$ cat src/rtl/ps2_key_decoder.sv
// PS/2 keyboard receiver and arrow-key decoder.
// The raw PS/2 lines are synchronized and the clock is filtered. 11-bit
// frames are deframed on filtered falling edges. E0/F0 prefixes are tracked
// so that one bit per arrow key stays high while that key is held down.
module ps2_key_decoder #(
  parameter int FILTER_LEN     = 8,
  parameter int TIMEOUT_CYCLES = 130000
) (
  input  logic       pclk,
  input  logic       rst,
  input  logic       ps2_clk,
  input  logic       ps2_data,
  output logic [3:0] key,
  output logic [7:0] scan_code,
  output logic       scan_valid,
  output logic       frame_err
);

  localparam int FW = $clog2(FILTER_LEN + 1);
  localparam int TW = $clog2(TIMEOUT_CYCLES + 1);
  localparam logic [FW-1:0] FILTER_LAST = FW'(FILTER_LEN - 1);
  localparam logic [TW-1:0] TIMEOUT_VAL = TW'(TIMEOUT_CYCLES);

  localparam logic [1:0] IDLE   = 2'd0;
  localparam logic [1:0] DATA   = 2'd1;
  localparam logic [1:0] PARITY = 2'd2;
  localparam logic [1:0] STOP   = 2'd3;

  localparam logic [7:0] CODE_EXT   = 8'hE0;
  localparam logic [7:0] CODE_BRK   = 8'hF0;
  localparam logic [7:0] CODE_UP    = 8'h75;
  localparam logic [7:0] CODE_DOWN  = 8'h72;
  localparam logic [7:0] CODE_LEFT  = 8'h6B;
  localparam logic [7:0] CODE_RIGHT = 8'h74;

  logic [1:0]    clk_sync;
  logic [1:0]    data_sync;
  logic [FW-1:0] fcnt;
  logic          fclk;
  logic          fclk_d;
  logic          fall;
  logic          data_bit;

  logic [1:0]    state;
  logic [2:0]    bitcnt;
  logic [7:0]    shreg;
  logic          par_ok;
  logic [TW-1:0] tcnt;
  logic          timeout;

  logic          ext;
  logic          brk;

  // Odd parity check: the XOR over the data bits and the parity bit must be 1.
  function automatic logic odd_parity_ok(input logic [7:0] data, input logic par);
    return ^{par, data};
  endfunction

  // Two-flop synchronizers for the asynchronous PS/2 lines.
  always_ff @(posedge pclk or posedge rst) begin
    if (rst) begin
      clk_sync  <= 2'b11;
      data_sync <= 2'b11;
    end else begin
      clk_sync  <= {clk_sync[0], ps2_clk};
      data_sync <= {data_sync[0], ps2_data};
    end
  end

  // The filtered clock changes only after FILTER_LEN samples in a row that differ from it.
  always_ff @(posedge pclk or posedge rst) begin
    if (rst) begin
      fclk <= 1'b1;
      fcnt <= '0;
    end else if (clk_sync[1] == fclk) begin
      fcnt <= '0;
    end else if (fcnt == FILTER_LAST) begin
      fclk <= clk_sync[1];
      fcnt <= '0;
    end else begin
      fcnt <= fcnt + 1'b1;
    end
  end

  // Delayed copy of the filtered clock, used for falling-edge detection.
  always_ff @(posedge pclk or posedge rst) begin
    if (rst) begin
      fclk_d <= 1'b1;
    end else begin
      fclk_d <= fclk;
    end
  end

  // Edge and timeout qualifiers derived from the current state.
  always_comb begin
    fall     = fclk_d & ~fclk;
    data_bit = data_sync[1];
    timeout  = (state != IDLE) && !fall && (tcnt == TIMEOUT_VAL);
  end

  // Frame FSM: start, 8 data bits LSB first, parity, stop, with inactivity timeout.
  always_ff @(posedge pclk or posedge rst) begin
    if (rst) begin
      state      <= IDLE;
      bitcnt     <= 3'd0;
      shreg      <= 8'h00;
      par_ok     <= 1'b0;
      tcnt       <= '0;
      scan_code  <= 8'h00;
      scan_valid <= 1'b0;
      frame_err  <= 1'b0;
    end else begin
      scan_valid <= 1'b0;
      frame_err  <= 1'b0;
      if (state == IDLE || fall) begin
        tcnt <= '0;
      end else begin
        tcnt <= tcnt + 1'b1;
      end
      if (timeout) begin
        state     <= IDLE;
        frame_err <= 1'b1;
      end else begin
        case (state)
          IDLE: begin
            if (fall && !data_bit) begin
              state  <= DATA;
              bitcnt <= 3'd0;
            end
          end
          DATA: begin
            if (fall) begin
              shreg  <= {data_bit, shreg[7:1]};
              bitcnt <= bitcnt + 3'd1;
              if (bitcnt == 3'd7) begin
                state <= PARITY;
              end
            end
          end
          PARITY: begin
            if (fall) begin
              par_ok <= odd_parity_ok(shreg, data_bit);
              state  <= STOP;
            end
          end
          STOP: begin
            if (fall) begin
              state <= IDLE;
              if (par_ok && data_bit) begin
                scan_code  <= shreg;
                scan_valid <= 1'b1;
              end else begin
                frame_err <= 1'b1;
              end
            end
          end
          default: begin
            state <= IDLE;
          end
        endcase
      end
    end
  end

  // Byte decoder: prefix flags plus the held-arrow bitmask.
  always_ff @(posedge pclk or posedge rst) begin
    if (rst) begin
      key <= 4'b0000;
      ext <= 1'b0;
      brk <= 1'b0;
    end else if (frame_err) begin
      ext <= 1'b0;
      brk <= 1'b0;
    end else if (scan_valid) begin
      if (scan_code == CODE_EXT) begin
        ext <= 1'b1;
      end else if (scan_code == CODE_BRK) begin
        brk <= 1'b1;
      end else begin
        if (ext) begin
          case (scan_code)
            CODE_UP:    key[0] <= ~brk;
            CODE_DOWN:  key[1] <= ~brk;
            CODE_LEFT:  key[2] <= ~brk;
            CODE_RIGHT: key[3] <= ~brk;
            default:    key    <= key;
          endcase
        end
        ext <= 1'b0;
        brk <= 1'b0;
      end
    end
  end

endmodule

$ cat config.mk
export PLATFORM = sky130hd
export DESIGN_NAME = ps2_key_decoder
export DESIGN_NICKNAME = d
export VERILOG_FILES = /design/src/rtl/ps2_key_decoder.sv
export SDC_FILE = /design/constraint.sdc
export NUM_CORES = 1
export LEC_CHECK = 0
export ABC_AREA = 0
export BUFFER_PORTS_ARGS = -buffer_cell sky130_fd_sc_hd__buf_2
export CAP_MARGIN = 20
export CORE_UTILIZATION = 60
export DETAILED_ROUTE_END_ITERATION = 16
export PLACE_DENSITY = 0.79
export SLEW_MARGIN = 10
export SYNTH_ARGS = -nofsm -noshare
export SYNTH_HDL_FRONTEND = slang
export SYNTH_SLANG_ARGS = --single-unit
$ cat constraint.sdc
create_clock -name pclk -period 2.8 [get_ports pclk]
set_input_delay 0.28 -clock pclk [delete_from_list [all_inputs] [get_ports pclk]]
set_output_delay 0.28 -clock pclk [all_outputs]
set_load 0.005 [all_outputs]
==> out/metrics.cfg <==
[run_status]
status=finished clean

[job]
maxCapViolCount=0

[final_layout]
instances_no_fill=317
utilization_pct=72.3
fin_area_um2=3000
syn_to_final_growth_pct=11.5
n_antenna_cell=0
fill_cells=308
fin_nets=278
drive_above_1_share_pct=21.7

[global_routing]
overflow=0
grt_start_max_net_pins=32
grtUsageMet3_pct=5.92
top_usage_layer=met2
antenna_found_initial=0
met1_usage_pct=25.1
grt_pass1_vias=1726
grt_pass1_wl_mm=7.34
grt_usage_pct=21.8
use_met2_pct=36.3

[timing]
finalSetupTns_ps=0
setup_viol=0
finalHoldViolations=0
timing.final.crit_period_ps=2050
tightestPinTransition_ps=687
setup_ws_ps=747
fmax_ghz=0.487
clock_skew_ps=5.06
slew_violations=0
relSlewSlack_pct=54.1
rsz0062_at_grt=false
period_share_pct=73.3

[synth]
synth.area.top_cells=dfrtp_1 (48%), mux2_2 (7.1%), dfstp_2 (5.9%), xnor2_1 (5.2%), ha_1 (4.7%)
yosysWarnings=0
syn_inst=240
yosysSeqAreaShare_pct=53.4
synth-seq-cells=57
synth-edff-count=0
yosysUniqueCellTypes=41
async_flop_share_pct=100
yosys.area.top_type=dfrtp_1
syn_nets=254
netlist.area_leader.share_pct=47.5
ys.flop_type=dfrtp_1
syn_avg_cell_area_um2=11.2
synth_area_um2=2690

[floorplanning]
die_x_um=68.9
dieHeight_um=68.9
dieArea_um2=4750
fp.coreArea_um2=4140
ios=18
row_count=23
initial_core_util_pct=64.8

[clock_tree]
cts_htree_levels=3
cts-resized-gates=0
cts_tree=built
ctsHoldBuffers=0
ctsLongestPathBuffers=2
cts_setup_buffers=0
cts_root_buf=clkbuf_8
clock_latency_ps=320
clock-sinks=57
cts_buffers=9
cts.clk_slew.worst_paths_ps=60

[routing]
ant_nets=0
routed_via_density=5.69
vias=1803
wirelength_mm=4.41
first_pass_iters=4
drt_iter0_markers=136
wl_per_cell_um=13.9
drc=0

[pwr]
max-vdd-ir-drop_mv=0.523
power_density_nw_per_um2=742
leakage_nw=1.40

[critical_path]
crit_fanout=11
start_kind=register
worst-setup-path-type=register to register
crit_required_ps=3010
cp-end-kind=register
slowest_delay_ps=560
path_cells=nor2b_1 > nand2_1 > nor2_4 > mux2_2
worstPathArrival_ps=2260
crit_slowest_cell=nor2b_1

[placed_design]
dpl.cell_count=303
dpl_worst_slack_ps=734
dp_hpwl_mm=3.08
post_dp_cell_area_um2=2830
finalWeightedCongestion=0.810
port_buffers=17

[hold_path]
hp-class=primary input to asynchronous set/reset pin

synthesized netlist by cell type, types with 2 or more instances:
cell type,number
ha_1,10
and3_1,2
o31ai_1,3
nand2_1,15
a32oi_1,2
nor3_1,6
o21ai_0,11
nor2b_1,4
nand2b_1,2
nand3_1,8
a31oi_1,2
dfstp_2,6
clkbuf_1,3
inv_1,8
nor3b_1,3
nor2_1,26
nand3b_1,4
a21oi_1,5
nand4_1,8
dfrtp_1,51
mux2_2,17
and4_1,2
buf_2,2
xnor2_1,16
xor2_1,8
cells by family after synthesis:
family	count (synthesis)	synth area share, %
xor+xnor	24	7.82
compound gates	28	6.43
flops	57	53.4
fa+ha+maj	10	4.66
mux	18	7.50
simple gates	90	18.3
buf+inv	13	1.91
routing by layer:
layer | vias to the layer above | routed length, um
li1 | 889 | -
met1 | 876 | 2000
met2 | 28 | 2180
met3 | 10 | 123
met4 | 0 | 99
met5 | - | 0
worst max-delay path, delay by kind of cell (launching register included):
family           cells  cell delay, ps
flip-flops           1             520
AND/OR/NAND/NOR      3            1050
multiplexers         1             370
final cells by class:
type / count / area, um^2 / share of cell area (%)
clock buffer: 14 / 163 / 5.43
inverter: 8 / 30.0 / 1.00
multi-input combinational: 170 / 1200 / 40.1
sequential: 57 / 1430 / 47.9
tap: 50 / 62.6 / 2.09
timing repair buffer: 18 / 105 / 3.51
path summary, 6_finish.rpt:
| check | startpoint | endpoint | slack (ps) | depth (start not counted) |
|---|---|---|---|---|
| worst max register to register | fclk_d | scan_code[5] | 750 | 4 |
| max in group asynchronous | rst | data_sync[1] | 2120 | 3 |
| worst min-delay path | rst | key[2] | 40 | 2 |
| worst min register to register | data_sync[0] | data_sync[1] | 350 | 0 |
| worst max-delay path | fclk_d | scan_code[5] | 750 | 4 |
| min in group pclk | ps2_clk | clk_sync[0] | 50 | 1 |
stage by stage:
stage	total power, mW	hold slack [ps]
after global placement	1.57	347
after floorplan	1.48	284
after detailed placement	1.60	347
final	2.22	37.4
after global routing	2.37	32.0
after CTS	2.25	37.4
state kept, by name, indices dropped and copies added, names as in the netlist:
register and flops:
bitcnt 3, brk 1, clk_sync 2, data_sync 2
ext 1, fclk 1, fclk_d 1, fcnt 4
frame_err 1, key 4, par_ok 1, scan_code 8
scan_valid 1, shreg 8, state 2, tcnt 17
power breakdown:
group	switching, mW	internal, mW	total (mW)
combinational	0.324	0.221	0.545
sequential	0.0997	0.938	1.04
clock	0.280	0.360	0.640
total	0.704	1.52	2.22
placed cells by master (no fill, tap or decap), types with 4 or more instances in the layout:
master and n:
nand3_1 8, buf_2 17, xor2_1 8, nand4_1 8, nand3b_1 4, clkbuf_8 11, o21ai_0 11, inv_1 7
nand2_1 15, nor2b_1 4, ha_1 10, nor2_1 26, xnor2_1 16, dfstp_2 6, mux2_2 17, nor3_1 6
dfrtp_1 51, a21oi_1 5
No activity file was read; power rests on OpenSTA's default activity.
